File: src/rtl/masked_case_match.sv
// Two-stage registered case-style matcher: key = in_a & in_b is compared against a
// programmable label/result table; lowest enabled matching index wins.
module masked_case_match #(
  parameter int WIDTH        = 3,
  parameter int RES_W        = 3,
  parameter int ENTRIES      = 4,
  parameter int HOLD_ON_MISS = 1,
  parameter int DEFAULT_RES  = 0,
  parameter int CNT_W        = 8,
  localparam int IDX_W       = (ENTRIES > 1) ? $clog2(ENTRIES) : 1
) (
  input  logic             clk,
  input  logic             rst_n,
  input  logic             cfg_we,
  input  logic [IDX_W-1:0] cfg_idx,
  input  logic             cfg_en,
  input  logic [WIDTH-1:0] cfg_label,
  input  logic [RES_W-1:0] cfg_res,
  input  logic             in_valid,
  input  logic [WIDTH-1:0] in_a,
  input  logic [WIDTH-1:0] in_b,
  output logic             out_valid,
  output logic             out_hit,
  output logic [IDX_W-1:0] out_idx,
  output logic [RES_W-1:0] out_result,
  output logic [CNT_W-1:0] hit_cnt,
  output logic [CNT_W-1:0] miss_cnt,
  input  logic             clr_cnt
);

  localparam logic [RES_W-1:0] DEF_RES = RES_W'(DEFAULT_RES);

  function automatic logic [CNT_W-1:0] sat_inc(input logic [CNT_W-1:0] c);
    return (c == {CNT_W{1'b1}}) ? c : c + CNT_W'(1);
  endfunction

  logic [ENTRIES-1:0] en_q;
  logic [WIDTH-1:0]   label_q [ENTRIES];
  logic [RES_W-1:0]   res_q   [ENTRIES];

  logic               s1_valid_q, s1_valid_d;
  logic [WIDTH-1:0]   key_q, key_d;
  logic               out_valid_q, out_valid_d;
  logic               out_hit_q, out_hit_d;
  logic [IDX_W-1:0]   out_idx_q, out_idx_d;
  logic [RES_W-1:0]   out_result_q, out_result_d;
  logic [CNT_W-1:0]   hit_cnt_q, hit_cnt_d;
  logic [CNT_W-1:0]   miss_cnt_q, miss_cnt_d;

  logic               match_s;
  logic [IDX_W-1:0]   win_idx_s;
  logic [RES_W-1:0]   win_res_s;

  // Priority search: scanning from the top down lets the lowest matching index win.
  always_comb begin
    match_s   = 1'b0;
    win_idx_s = '0;
    for (int i = ENTRIES - 1; i >= 0; i--) begin
      if (en_q[i] && (label_q[i] == key_q)) begin
        match_s   = 1'b1;
        win_idx_s = IDX_W'(i);
      end else begin
        match_s   = match_s;
      end
    end
    win_res_s = res_q[win_idx_s];
  end

  // Next-state for the sample pipeline, sticky outputs and statistics.
  always_comb begin
    s1_valid_d   = in_valid;
    key_d        = in_valid ? (in_a & in_b) : key_q;
    out_valid_d  = s1_valid_q;
    out_hit_d    = 1'b0;
    out_idx_d    = out_idx_q;
    out_result_d = out_result_q;
    hit_cnt_d    = hit_cnt_q;
    miss_cnt_d   = miss_cnt_q;
    if (s1_valid_q) begin
      if (match_s) begin
        out_hit_d    = 1'b1;
        out_idx_d    = win_idx_s;
        out_result_d = win_res_s;
        hit_cnt_d    = sat_inc(hit_cnt_q);
      end else begin
        miss_cnt_d = sat_inc(miss_cnt_q);
        if (HOLD_ON_MISS == 0) begin
          out_result_d = DEF_RES;
        end else begin
          out_result_d = out_result_q;
        end
      end
    end else begin
      out_hit_d = 1'b0;
    end
    if (clr_cnt) begin
      hit_cnt_d  = '0;
      miss_cnt_d = '0;
    end else begin
      hit_cnt_d  = hit_cnt_d;
    end
  end

  // Pipeline and output registers.
  always_ff @(posedge clk or negedge rst_n) begin
    if (!rst_n) begin
      s1_valid_q   <= 1'b0;
      key_q        <= '0;
      out_valid_q  <= 1'b0;
      out_hit_q    <= 1'b0;
      out_idx_q    <= '0;
      out_result_q <= DEF_RES;
      hit_cnt_q    <= '0;
      miss_cnt_q   <= '0;
    end else begin
      s1_valid_q   <= s1_valid_d;
      key_q        <= key_d;
      out_valid_q  <= out_valid_d;
      out_hit_q    <= out_hit_d;
      out_idx_q    <= out_idx_d;
      out_result_q <= out_result_d;
      hit_cnt_q    <= hit_cnt_d;
      miss_cnt_q   <= miss_cnt_d;
    end
  end

  // Table storage; an out-of-range index matches no entry and is dropped.
  always_ff @(posedge clk or negedge rst_n) begin
    if (!rst_n) begin
      en_q <= '0;
      for (int i = 0; i < ENTRIES; i++) begin
        label_q[i] <= '0;
        res_q[i]   <= '0;
      end
    end else begin
      for (int i = 0; i < ENTRIES; i++) begin
        if (cfg_we && (cfg_idx == IDX_W'(i))) begin
          en_q[i]    <= cfg_en;
          label_q[i] <= cfg_label;
          res_q[i]   <= cfg_res;
        end
      end
    end
  end

  assign out_valid  = out_valid_q;
  assign out_hit    = out_hit_q;
  assign out_idx    = out_idx_q;
  assign out_result = out_result_q;
  assign hit_cnt    = hit_cnt_q;
  assign miss_cnt   = miss_cnt_q;

endmodule

File: config.mk
export PLATFORM = sky130hd
export DESIGN_NAME = masked_case_match
export DESIGN_NICKNAME = d
export VERILOG_FILES = /design/src/rtl/masked_case_match.sv
export SDC_FILE = /design/constraint.sdc
export NUM_CORES = 1
export LEC_CHECK = 0
export ABC_AREA = 1
export CORE_MARGIN = 3
export CORE_UTILIZATION = 30
export DETAILED_ROUTE_END_ITERATION = 10
export GPL_ROUTABILITY_DRIVEN = 0
export PLACE_DENSITY = 0.51
export SETUP_SLACK_MARGIN = 0.05
export SLEW_MARGIN = 25
export SYNTH_ARGS = -nofsm -noshare
export SYNTH_HDL_FRONTEND = slang
export SYNTH_SLANG_ARGS = --single-unit
File: constraint.sdc
create_clock -name clk -period 2.33 [get_ports clk]
set_clock_uncertainty 0.1 [all_clocks]
set_input_delay 0.466 -clock clk [delete_from_list [all_inputs] [get_ports clk]]
set_output_delay 0.466 -clock clk [all_outputs]
set_load 0.01 [all_outputs]
==> run_results.csv, run 1 <==
group,metric,value,unit
synth,synth.ff_latch_count,55,
die,fp.dieArea,0.0103,mm²
clock_network,cts_tree,"built",
setup_path,critical_path_arrival,2.02,ns
sta,fin_ws,0.405,ns
route,wire_per_inst,12.0,µm
setup_path,critPathKind,"reg2reg",
route,drtAntennaViolNets,0,
cells_and_area,area_growth,22.8,%
route,dr.first_iter.drc_count,80,
power_and_ir_drop,ir_drop,266,µV
synth,syn_inst,349,
global_route,grt_pass1_wl,10.4,mm
synth,synth_top_area_share,50.1,%
die,std_cell_rows,34,
route,dr.pass1.iters,5,
cells_and_area,layout_common_cells,"105 x nand2_1, 55 x dfrtp_1, 48 x inv_1",
cells_and_area,fin_area,0.00337,mm²
setup_path,cp-start-kind,"flip-flop",
sta,finalSetupViolCount,0,
sta,slew_violations,0,
global_route,grt_pass1_vias,2206,
power_and_ir_drop,p_clk_share,22.1,%
power_and_ir_drop,power,2.43,mW
synth,yosysSeqAreaShare,50.1,%
die,initial_core_util,31.2,%
cells_and_area,nFillCells,920,
global_route,track_usage,12.7,%
route,vias,2265,
power_and_ir_drop,switching_share,33.1,%
clock_network,cts_root_buffer,"clkbuf_8",
synth,netlist_top_cells_area,"dfrtp_1 50%, nand2_1 14%, o21ai_0 7.5%",
route,drt_wl_total,6.05,mm
synth,synthDistinctLibCells,23,
die,die_w,102,µm
sta,clock.fmax,519,MHz
clock_network,numCtsBuffers,5,
power_and_ir_drop,seqPwrFrac,50.4,%
place,dpl_cell_area,0.00328,mm²
clock_network,cts_buffer_depth,2,
cells_and_area,layout_commonest_cell,"nand2_1",
power_and_ir_drop,p_leak,1.63,nW
die,dieHeight,102,µm
power_and_ir_drop,p_per_area,720,mW/mm²
hold_path,hold_path.class,"reg2reg",
setup_path,max_stage_delay,0.43,ns
setup_path,slowest_stage,"dfrtp_1",
cells_and_area,drive_gt1_share,9.34,%
global_route,grt_max_degree,28,
die,placeableCoreArea,0.00881,mm²
global_route,overflow,0,
place,port_buffers,42,
run_status,status,"completed",
clock_network,clk_latency,0.32,ns
sta,rsz0062_at_grt,"false",
sta,tightest_slew,0.513,ns
route,drc,0,
clock_network,htree_num_levels,2,
clock_network,cts_sinks,55,
sta,relSlewSlack,65.7,%
cells_and_area,antenna_cells,0,
synth,syn_area,0.00275,mm²
job,maxCapViolCount,0,
synth,ys_warn_count,0,
route,vias_per_cell,4.49,
sta,hold_ws,0.343,ns
setup_path,crit_required,2.43,ns
setup_path,critical_path.max_fanout,16,
sta,period_share,82.6,%
cells_and_area,fin_nets,417,
place,place_ws,0.247,ns
die,io_pins,43,
power_and_ir_drop,p_int,1.62,mW
global_route,antenna_found_initial,0,
synth,syn-num-nets,371,
sta,finalHoldViolations,0,
synth,syn_area_per_cell,7.87,µm²
setup_path,end_kind,"flip-flop",
power_and_ir_drop,net-switching-power,0.805,mW
synth,yosys.area.top_type,"dfrtp_1",
place,dp_cells,495,
cells_and_area,fin_util,38.3,%
sta,tns,0,ns
sta,period_minus_slack,1.93,ns
place,hpwl,4.47,mm
power_and_ir_drop,combinationalPowerShare,27.5,%
setup_path,crit_chain,"inv_2 -> o21ai_0 -> nor2_1 -> nand2_4 -> nand2_4 -> nor2_4 -> nand2_1 -> nand3_2 -> nand2_1 -> o21ai_2",
cells_and_area,stdcell_count,504,
clock_network,clk_pin_slew,0.10,ns
## cell usage after synthesis (all sizes together)
| master | instances |
|---|---|
| nand2 | 109 |
| dfrtp | 55 |
| o21ai | 52 |
| inv | 51 |
| nand3 | 30 |
| nor2 | 21 |
| nor3 | 6 |
| clkbuf | 5 |
| a21oi | 4 |
| or2 | 4 |
| nand4 | 3 |
| xor2 | 3 |
| buf | 2 |
| ha | 2 |
| o21bai | 1 |
| or3 | 1 |
## power groups by stage
stage | sequential, mW | clock (mW) | combinational, mW
after floorplan | 1.25 | 0 | 0.379
after global placement | 1.24 | 0 | 0.664
after detailed placement | 1.24 | 0 | 0.679
after CTS | 1.22 | 0.555 | 0.683
after global routing | 1.25 | 0.590 | 0.771
final | 1.22 | 0.536 | 0.668
## flip-flops by register name, summed over array words and instances (netlist names)
register and count:
out_hit 1, out_result 3, hit_cnt 8, out_valid 1, miss_cnt 8, out_idx 2
en_q 4, out_valid_d 1, res_q 12, label_q 12, key_q 3
## area by class of cell
class	instances	area, µm²	share of cell area (%)
clock inverter	2	12.5	0.371
sequential	55	1380	40.8
multi-input combinational	236	1140	33.7
inverter	51	191	5.67
timing repair buffer	46	448	13.3
clock buffer	6	72.6	2.15
tap	108	135	4.00
## path summary, 6_finish.rpt
path	start	to	slack [ns]	cells past startpoint
worst max-delay path	key_q[0]	hit_cnt[1]	0.40	10
worst min-delay path	out_valid_d	out_valid	0.34	0
worst max register to register	key_q[0]	hit_cnt[1]	0.40	10
worst min register to register	out_valid_d	out_valid	0.34	0
max in group asynchronous	rst_n	res_q[5]	1.01	3
min in group asynchronous	rst_n	miss_cnt[3]	0.46	2
## critical path: cells and delay by family (launching register included)
| kind | cells | cell delay [ns] |
|---|---|---|
| buf+inv | 1 | 0.12 |
| simple gates | 7 | 1.03 |
| compound gates | 2 | 0.14 |
| flops | 1 | 0.43 |
## logic make-up after synthesis
group	Yosys count	share of synthesized area, %
adder cells (fa/ha/maj)	2	0.911
flip-flops	55	50.1
XOR/XNOR	3	0.956
buffers and inverters	58	8.47
AND/OR/NAND/NOR	174	27.3
AO/OA/AOI/OAI	57	12.2
## layer usage
metal,part of all wire [%],GRT usage (%),vias to the layer above,routed length [µm]
li1,-,-,1194,-
met1,49,17.5,1016,2970
met2,45,20.1,49,2720
met3,4.8,3.03,6,290
met4,1.1,3.07,0,68
met5,0,0,-,0
## repair_timing
item	4_1_cts	5_1_grt
resized for setup	0	0
endpoints found under the hold margin	12	0
hold buffers	1	0
buffers inserted	0	0
Note: power is estimated with default switching activity, not from simulation.
==> run 2, diff against run 1 <==
==> constraint.sdc (replaced) <==
create_clock -name clk -period 1.8 [get_ports clk]
set_clock_uncertainty 0.1 [all_clocks]
set_input_delay 0.36 -clock clk [delete_from_list [all_inputs] [get_ports clk]]
set_output_delay 0.36 -clock clk [all_outputs]
set_load 0.01 [all_outputs]
==> run 2 against run 1 <==
  * Utilization is 4.2 points higher
  * Critical path depth is 1 higher
  * Final area up 11%
  * Final cell count up 5.0%
  * Worst hold slack got worse by 0.019 ns
  * Combinational power increased by 60%
  * Sequential share of layout area shrank 3.9 points
  * Critical path type unchanged
==> run_results.csv, run 2 (synthesized netlist as in run 1, its figures left out) <==
group,metric,value,unit
die,std_cell_rows,34,
clock_network,cts_buffer_depth,2,
power_and_ir_drop,p_per_area,934,mW/mm²
global_route,grt_pass1_wl,10.4,mm
setup_path,crit_required,1.91,ns
sta,tightest_slew,0.319,ns
die,fp.dieArea,0.0103,mm²
global_route,grt_max_degree,56,
sta,clock.fmax,580,MHz
place,port_buffers,42,
clock_network,cts_tree,"built",
route,vias,2377,
clock_network,clk_latency,0.31,ns
global_route,track_usage,12.5,%
clock_network,clk_pin_slew,0.10,ns
cells_and_area,drive_gt1_share,20.9,%
clock_network,cts_sinks,55,
sta,finalSetupViolCount,0,
route,dr.first_iter.drc_count,95,
global_route,overflow,0,
place,hpwl,4.41,mm
power_and_ir_drop,p_leak,1.90,nW
clock_network,cts_root_buffer,"clkbuf_8",
global_route,grt_pass1_vias,2157,
route,vias_per_cell,4.49,
cells_and_area,antenna_cells,0,
sta,period_minus_slack,1.72,ns
die,io_pins,43,
setup_path,critical_path.max_fanout,8,
clock_network,numCtsBuffers,5,
cells_and_area,nFillCells,922,
sta,finalHoldViolations,0,
cells_and_area,top_regs,"label_q (12), res_q (12)",
die,dieHeight,102,µm
cells_and_area,layout_common_cells,"93 x nand2_1, 51 x dfrtp_1, 47 x inv_1",
cells_and_area,area_growth,36.2,%
run_status,status,"completed",
clock_network,htree_num_levels,2,
setup_path,cp-start-kind,"flip-flop",
power_and_ir_drop,power,3.49,mW
setup_path,end_kind,"flip-flop",
sta,slew_violations,0,
sta,relSlewSlack,78.7,%
global_route,antenna_found_initial,0,
cells_and_area,multi_input_area,0.00123,mm²
cells_and_area,fin_nets,442,
cells_and_area,layout_commonest_cell,"nand2_1",
die,die_w,102,µm
route,dr.pass1.iters,4,
die,initial_core_util,31.2,%
route,drt_wl_total,6.28,mm
die,placeableCoreArea,0.00881,mm²
power_and_ir_drop,ir_drop,385,µV
hold_path,hold_path.class,"reg2reg",
sta,rsz0062_at_grt,"true",
cells_and_area,fin_util,42.5,%
setup_path,critPathKind,"reg2reg",
setup_path,critical_path_arrival,1.83,ns
cells_and_area,regArea,0.00138,mm²
sta,period_share,95.8,%
route,drtAntennaViolNets,0,
job,maxCapViolCount,0,
route,drc,0,
route,wire_per_inst,11.9,µm
-- run 2: changes by cell type in the layout (fill, tap and decap cells not counted), sizes merged --
cell           before  now
buf                 4   27
clkdlybuf4s50      41   32
dlymetal6s2s        0    5
dlygate4sd2         0    4
bufinv              0    1
clkbuf              6    7
clkinvlp            1    0
nand2             109  110
-- run 2: routing by layer --
metal  routed length [µm]  GRT usage [%]
met1                 3110           17.6
met2                 2890           19.9
met3                  234           2.69
met4                   53           2.45
met5                    0              0
-- run 2: repair_timing --
item / CTS / global route
setup endpoints to repair: 15 / 27
buffers inserted: 4 / 9
gates cloned: 0 / 2
hold buffers: 1 / 0
gates resized for setup: 8 / 36
endpoints found under the hold margin: 55 / 0
pin swaps: 0 / 6
-- run 2: path summary, 6_finish.rpt --
| kind | start | to | slack (ns) | cells past startpoint |
|---|---|---|---|---|
| setup / recovery | key_q[0] | hit_cnt[1] | 0.08 | 11 |
| hold / removal | out_valid_d | out_valid | 0.32 | 0 |
| setup reg to reg | key_q[0] | hit_cnt[1] | 0.08 | 11 |
| hold reg to reg | out_valid_d | out_valid | 0.32 | 0 |
| max in group asynchronous | rst_n | hit_cnt[2] | 0.85 | 3 |
| min in group asynchronous | rst_n | miss_cnt[3] | 0.45 | 3 |
-- run 2: layout make-up --
| class | instances | area share [%] |
|---|---|---|
| clock buffers | 6 | 2.21 |
| clock inverters | 2 | 0.936 |
| inverters | 51 | 5.12 |
| multi-input cells | 237 | 33.0 |
| flip-flops and latches | 55 | 36.9 |
| well taps | 108 | 3.61 |
| repair buffers | 70 | 18.2 |
-- run 2: power breakdown --
part | leakage (nW) | switching [mW] | internal, mW | total, mW
sequential | 0.703 | 0.138 | 1.43 | 1.57
clock | 0.0612 | 0.405 | 0.451 | 0.856
combinational | 1.13 | 0.549 | 0.517 | 1.07
total | 1.90 | 1.09 | 2.40 | 3.49
-- run 2: critical path, stage by stage (launching register included) --
cell and delay (ns):
dfrtp_1 0.43, inv_2 0.12, nand2_1 0.06, nand2_1 0.08, nor2_2 0.05, nand2_2 0.12, nand2_4 0.08, nor2_4 0.18
nand2_2 0.09, nand3_4 0.09, clkbuf_16 0.17, o21ai_2 0.05
-- run 2: through the flow --
| stage | instance area (µm²) | instances | setup slack (ns) | hold WS (ns) | TNS (ns) |
|---|---|---|---|---|---|
| final | 3740 | 529 | 0.0757 | 0.324 | 0 |
| after global routing | 3740 | 529 | -0.0728 | 0.354 | -0.781 |
| after CTS | 3540 | 518 | 0.0305 | 0.329 | 0 |
| after detailed placement | 3380 | 505 | -0.00171 | 0.286 | -0.00171 |
| after global placement | 3380 | 505 | 0.0588 | 0.285 | 0 |
| after floorplan | 2750 | 349 | 0.130 | -0.0356 | 0 |
